**src/rtl/adbg_cpu_dbg_arbiter.sv**
```systemverilog
// -----------------------------------------------------------------------------
// adbg_cpu_dbg_arbiter
// Round-robin arbiter that shares one core debug register port (16-bit
// address, 32-bit data, stb/we/ack) among NB_REQ masters such as the JTAG
// debug BIU and an on-chip trace or self-test master. The winning master's
// command is latched and driven to the core until it acknowledges. The read
// data and a one-cycle ack are then returned to that master. Everything runs
// in the cpu_clk_i domain.
//
// Optional build macro:
//   ADBG_ARB_TIMEOUT_EN - adds a BUSY watchdog. After TIMEOUT_CYCLES cycles
//                         with no cpu_ack_i, the transaction completes with
//                         req_err_o=1 and read data 32'hDEADBEEF. When the
//                         macro is not defined, BUSY waits forever and
//                         req_err_o is tied low.
// -----------------------------------------------------------------------------
module adbg_cpu_dbg_arbiter #(
    parameter int NB_REQ         = 2,
    parameter int TIMEOUT_CYCLES = 255
) (
    input  logic                   cpu_clk_i,
    input  logic                   trstn_i,
    input  logic [NB_REQ-1:0]      req_stb_i,
    input  logic [NB_REQ-1:0]      req_we_i,
    input  logic [NB_REQ*16-1:0]   req_addr_i,
    input  logic [NB_REQ*32-1:0]   req_data_i,
    output logic [NB_REQ-1:0]      req_ack_o,
    output logic                   req_err_o,
    output logic [31:0]            req_data_o,
    output logic [NB_REQ-1:0]      grant_o,
    output logic [15:0]            cpu_addr_o,
    output logic [31:0]            cpu_data_o,
    output logic                   cpu_stb_o,
    output logic                   cpu_we_o,
    input  logic [31:0]            cpu_data_i,
    input  logic                   cpu_ack_i
);

    // Width of the round-robin pointer; NB_REQ is at least 2, so this is >= 1.
    localparam int PTR_W = $clog2(NB_REQ);

    // Main sequencer states.
    localparam logic [1:0] S_IDLE = 2'd0;
    localparam logic [1:0] S_BUSY = 2'd1;
    localparam logic [1:0] S_DONE = 2'd2;

    // A misconfigured instance should stop at elaboration, not misbehave silently.
    if (NB_REQ < 2) begin : g_bad_nb_req
        $error("adbg_cpu_dbg_arbiter: NB_REQ must be at least 2");
    end
    if (TIMEOUT_CYCLES < 1 || TIMEOUT_CYCLES > 65535) begin : g_bad_timeout
        $error("adbg_cpu_dbg_arbiter: TIMEOUT_CYCLES must be in 1..65535");
    end

    logic [1:0]        r_state;
    logic [PTR_W-1:0]  r_last;
    logic [NB_REQ-1:0] r_grant;
    logic [15:0]       r_cmd_addr;
    logic [31:0]       r_cmd_data;
    logic              r_cmd_we;
    logic [31:0]       r_rdata;

    logic              w_any_req;
    logic [PTR_W-1:0]  w_winner;
    logic [NB_REQ-1:0] w_winner_oh;
    logic [15:0]       w_sel_addr;
    logic [31:0]       w_sel_data;
    logic              w_sel_we;
    logic              w_busy;
    logic              w_done;
    logic              w_start;
    logic              w_timeout;
    logic              w_err;

    // Index of the master that is 'offset' places after 'base', wrapping at NB_REQ.
    function automatic logic [PTR_W-1:0] rrIndex(input logic [PTR_W-1:0] base,
                                                 input int offset);
        int sum;
        sum = (int'(base) + offset) % NB_REQ;
        return PTR_W'(sum);
    endfunction

    // Round-robin pick: scan from the master after the last winner, and let the
    // last winner itself be considered only at the very end.
    always_comb begin
        w_any_req = 1'b0;
        w_winner  = '0;
        for (int k = 1; k <= NB_REQ; k++) begin
            if (!w_any_req && req_stb_i[rrIndex(r_last, k)]) begin
                w_any_req = 1'b1;
                w_winner  = rrIndex(r_last, k);
            end
        end
    end

    // Winner one-hot and a mux of the winner's command fields, ready for latching.
    always_comb begin
        w_winner_oh           = '0;
        w_winner_oh[w_winner] = 1'b1;
        w_sel_addr            = req_addr_i[int'(w_winner)*16 +: 16];
        w_sel_data            = req_data_i[int'(w_winner)*32 +: 32];
        w_sel_we              = req_we_i[w_winner];
    end

    // State decodes that are shared by the sequencer, the watchdog and the outputs.
    always_comb begin
        w_busy  = (r_state == S_BUSY);
        w_done  = (r_state == S_DONE);
        w_start = (r_state == S_IDLE) && w_any_req;
    end

`ifdef ADBG_ARB_TIMEOUT_EN
    logic [15:0] r_tmo_cnt;
    logic        r_err;

    // The watchdog fires on the BUSY cycle that would take the count to TIMEOUT_CYCLES.
    always_comb begin
        w_timeout = w_busy && !cpu_ack_i && ((int'(r_tmo_cnt) + 1) >= TIMEOUT_CYCLES);
    end

    // The count restarts with each new grant and advances once per unacknowledged BUSY cycle.
    always_ff @(posedge cpu_clk_i or negedge trstn_i) begin
        if (!trstn_i) begin
            r_tmo_cnt <= '0;
        end else if (w_start) begin
            r_tmo_cnt <= '0;
        end else if (w_busy && !cpu_ack_i && !w_timeout) begin
            r_tmo_cnt <= r_tmo_cnt + 16'd1;
        end
    end

    // Record how BUSY ended, so the DONE cycle can report a timeout. A real ack wins a tie.
    always_ff @(posedge cpu_clk_i or negedge trstn_i) begin
        if (!trstn_i) begin
            r_err <= 1'b0;
        end else if (w_busy) begin
            if (cpu_ack_i) begin
                r_err <= 1'b0;
            end else if (w_timeout) begin
                r_err <= 1'b1;
            end
        end
    end

    // The error flag is shown only alongside the completion pulse.
    always_comb begin
        w_err = w_done && r_err;
    end
`else
    // Without the watchdog, BUSY can only end on a core ack, and nothing is ever flagged.
    always_comb begin
        w_timeout = 1'b0;
        w_err     = 1'b0;
    end
`endif

    // IDLE -> BUSY -> DONE -> IDLE sequencer. It also holds the command, the owner and the returned data.
    always_ff @(posedge cpu_clk_i or negedge trstn_i) begin
        if (!trstn_i) begin
            r_state    <= S_IDLE;
            r_last     <= PTR_W'(NB_REQ - 1);
            r_grant    <= '0;
            r_cmd_addr <= '0;
            r_cmd_data <= '0;
            r_cmd_we   <= 1'b0;
            r_rdata    <= '0;
        end else begin
            case (r_state)
                S_IDLE: begin
                    if (w_any_req) begin
                        r_cmd_addr <= w_sel_addr;
                        r_cmd_data <= w_sel_data;
                        r_cmd_we   <= w_sel_we;
                        r_grant    <= w_winner_oh;
                        r_last     <= w_winner;
                        r_state    <= S_BUSY;
                    end
                end
                S_BUSY: begin
                    if (cpu_ack_i) begin
                        if (!r_cmd_we) begin
                            r_rdata <= cpu_data_i;
                        end
                        r_state <= S_DONE;
                    end else if (w_timeout) begin
                        r_rdata <= 32'hDEADBEEF;
                        r_state <= S_DONE;
                    end
                end
                S_DONE: begin
                    r_grant <= '0;
                    r_state <= S_IDLE;
                end
                default: begin
                    r_grant <= '0;
                    r_state <= S_IDLE;
                end
            endcase
        end
    end

    // The core port is driven only while BUSY, so it reads as all-zero at every other time.
    always_comb begin
        cpu_stb_o  = w_busy;
        cpu_we_o   = w_busy && r_cmd_we;
        cpu_addr_o = w_busy ? r_cmd_addr : 16'h0000;
        cpu_data_o = w_busy ? r_cmd_data : 32'h0000_0000;
    end

    // Master-side outputs: the ack pulse goes only to the owner, and only in DONE.
    always_comb begin
        req_ack_o  = w_done ? r_grant : '0;
        req_err_o  = w_err;
        req_data_o = r_rdata;
        grant_o    = r_grant;
    end

endmodule

```
**config.mk**
```make
export PLATFORM = sky130hd
export DESIGN_NAME = adbg_cpu_dbg_arbiter
export DESIGN_NICKNAME = d
export VERILOG_FILES = /design/src/rtl/adbg_cpu_dbg_arbiter.sv
export SDC_FILE = /design/constraint.sdc
export NUM_CORES = 1
export LEC_CHECK = 0
export CORE_MARGIN = 2
export CORE_UTILIZATION = 39
export CTS_CLUSTER_SIZE = 40
export DETAILED_ROUTE_END_ITERATION = 8
export PLACE_DENSITY = 0.79
export SETUP_SLACK_MARGIN = 0.1
export SYNTH_ARGS = -nofsm -noshare
export SYNTH_HDL_FRONTEND = slang
export SYNTH_SLANG_ARGS = --single-unit
```
**constraint.sdc**
```tcl
create_clock -name cpu_clk_i -period 2.2 [get_ports cpu_clk_i]
set_input_delay 0.22 -clock cpu_clk_i [delete_from_list [all_inputs] [get_ports cpu_clk_i]]
set_output_delay 0.22 -clock cpu_clk_i [all_outputs]
set_load 0.03 [all_outputs]
```
==> impl_metrics.yaml <==
outcome:
  outcome: "finished, final reports clean"
synthesis:
  yosysUniqueCellTypes: 30
  synth_top_cell_by_area: "dfrtp_1"
  postSynthAreaPerCell_sq_um: 10.7
  synth-edff-count: 0
  ys_top_cells_by_area: "dfrtp_1 53%, mux2_1 9.0%, and2_1 8.0%, a221o_1 5.8%, nand2_1 5.0%"
  ys_seq_elements: 86
  ys_top_cells_by_count: "85 x dfrtp_1, 53 x nand2_1, 51 x and2_1"
  yosysMostFrequentCell: "dfrtp_1"
  synth_top_area_share: 0.533
  synth.yosys.warnings: 0
  async_flop_share: 1.00
  yosysSeqAreaShare: 0.539
  synth_cells: 373
  ys_dominant_reg_cell: "dfrtp_1"
  syn_area_sq_um: 3990
  synth_fp_nets: 508
route:
  drc_errors: 0
  via_count: 3672
  wl_per_cell_um: 16.0
  drtAntennaViolNets: 0
  viasPerCell: 5.09
  drt_iter0_markers: 118
  wirelength_um: 11500
  dr.pass1.iters: 5
clocking:
  clk_pin_slew_worst_paths_ps: 80
  clk-insertion-delay-late_ps: 340
  root_buffer: "clkbuf_8"
  htreeDepth: 3
  clock_sinks: 86
  cts_buffers: 9
  cts_tree: "yes"
  clockBufferDepth: 2
  postCtsSetupBuffers: 0
critical_path:
  reg2reg_depth: 3
  slowest_stage: "clkdlybuf4s50_1"
  reg2reg_slack_ps: 410
  arrival_ps: 1790
  cp_top_family: "buffers and inverters"
  required_ps: 1980
  start_kind: "flip-flop"
  endpoint: "req_ack_o[1]"
  critPathKind: "flip-flop to output port"
  cp_cell_sequence: "nor3b_1, clkdlybuf4s50_1"
  cp-end-kind: "output port"
  cpPeakStageDelay_ps: 740
  worstSetupPathDepth: 2
  startpoint: "r_state[0]$_DFFE_PN0P_"
  crit_fanout: 7
  cp.buffers_inverters: 1
  regToRegStartpoint: "r_last$_DFFE_PN1P_"
  r2r-end: "r_cmd_addr[3]$_DFFE_PN0P_"
cells_and_area:
  nFillCells: 803
  drive_above_1_share: 0.144
  diodes: 0
  areaGrowthSynthToFinish_pct: 62.2
  nets: 719
  final_util: 0.657
placement:
  place.gp.congestion: 0.723
  hpwlAfterDp_um: 8560
  dp_slack_ps: 67.0
  portBuffers: 220
job:
  cap_violations: 0
sta:
  finalSetupViolations: 0
  relSlewSlack: 0.377
  timing.hold.ws_ps: 410
  post-route-period-util: 0.914
  rsz0062_at_grt: "false"
  period_minus_slack_ps: 2010
  hold_viol: 0
  final.setup_skew_ps: 6.58
  max_freq_mhz: 498
  worstMarginPinSlew_ps: 934
  fin_setup_tns_ps: 0
  fin_ws_ps: 190
  slew_violations: 0
floorplanning:
  core-area_sq_um: 9860
  initial_utilization: 0.405
  pin_count: 222
  chipHeight_um: 105
  fp.dieW_um: 105
  core.rowCount: 36
  dieArea_sq_um: 11100
pwr:
  seqPwrFrac: 0.300
  p_switching_uw: 3980
  combPwrFrac: 0.562
  p_sw_frac: 0.423
  p_leak_uw: 0.00288
  power.density_nw_per_um2: 1450
  peakVddDrop_uv: 699
  p_int_uw: 5420
  power_frac_clock: 0.138
grt:
  grt_usage: 0.209
  grt_overflow_total: 0
  grt_pass1_vias: 3734
  antenna_found_initial: 0
  grt_max_degree: 41
  grt_pass1_wl_um: 18500
min_path:
  hp-class: "input pin to asynchronous set/reset pin"
metrics by stage:
stage | std cells | total power, uW | instance area [sq um]
global placement | 705 | 8030 | 6220
global route | 722 | 9950 | 6480
floorplan | 373 | 5990 | 3990
finish | 722 | 9400 | 6480
detailed placement | 705 | 8160 | 6220
CTS | 722 | 9480 | 6470
flip-flops by register name, indices dropped and copies added, names as in the netlist:
signal / count
r_state: 2
grant_o: 2
r_cmd_data: 32
r_cmd_addr: 16
r_last: 1
req_data_o: 32
r_cmd_we: 1
layer usage:
layer  routed length (um)  vias to the layer above  GRT usage
li1                     -                     1742          -
met1                 4680                     1781      0.247
met2                 6130                      140      0.378
met3                  624                        9     0.0418
met4                  114                        0     0.0638
met5                    0                        -          0
kinds of logic (layout without fill, tap and decap cells):
| kind of cell | after synthesis | after routing | synth area share |
|---|---|---|---|
| buffers and inverters | 35 | 251 | 0.0420 |
| AO/OA/AOI/OAI | 83 | 83 | 0.145 |
| AND/OR/NAND/NOR | 136 | 136 | 0.182 |
| other | 1 | 1 | 0.000939 |
| flip-flops | 86 | 86 | 0.539 |
| multiplexers | 32 | 32 | 0.0902 |
cell type report:
type | instances | area, sq um | share of cell area
clock inverters | 7 | 113 | 0.0174
multi-input cells | 252 | 1700 | 0.262
clock buffers | 9 | 124 | 0.0191
flip-flops and latches | 86 | 2150 | 0.332
well taps | 133 | 166 | 0.0257
repair buffers | 233 | 2210 | 0.342
inverters | 2 | 10.0 | 0.00155
how the worst min path moves through the flow:
| stage | startpoint | to | slack [ps] | cells past startpoint |
|---|---|---|---|---|
| finish | trstn_i | r_cmd_data[28]$_DFFE_PN0P_ | 410 | 2 |
| global route | req_data_i[63] | r_cmd_data[31]$_DFFE_PN0P_ | 410 | 3 |
| CTS | trstn_i | r_cmd_data[28]$_DFFE_PN0P_ | 400 | 2 |
| detailed placement | trstn_i | r_cmd_data[28]$_DFFE_PN0P_ | 230 | 1 |
| global placement | trstn_i | r_cmd_data[28]$_DFFE_PN0P_ | 240 | 1 |
| floorplan | trstn_i | grant_o[0]$_DFFE_PN0P_ | -80 | 0 |
power by group through the flow:
stage	registers [uW]	clock network, uW	logic (uW)
2_1_floorplan	3360	0	2630
3_3_place_gp	2800	0	5230
3_5_place_dp	2840	0	5310
4_1_cts	2820	1340	5330
5_1_grt	2930	1400	5620
6_report	2820	1290	5280
placed cells by master (no fill, tap or decap), types with 2 or more instances in the layout:
cell,synthesis,layout
clkdlybuf4s50_1,0,169
dfrtp_1,85,85
buf_4,4,60
nand2_1,53,53
and2_1,51,51
mux2_1,32,32
a21oi_1,27,27
a31oi_1,26,26
and3_1,24,24
a221o_1,23,23
clkbuf_8,0,9
bufinv_16,0,3
clkinv_2,0,3
buf_12,0,3
nor2b_1,2,2
repair_timing:
action | in CTS | in global routing
hold endpoints to repair | 37 | 0
gates resized for setup | 1 | 2
setup endpoints to repair | 42 | 39
hold buffers | 1 | 0
(Power assumes the default switching activity.)
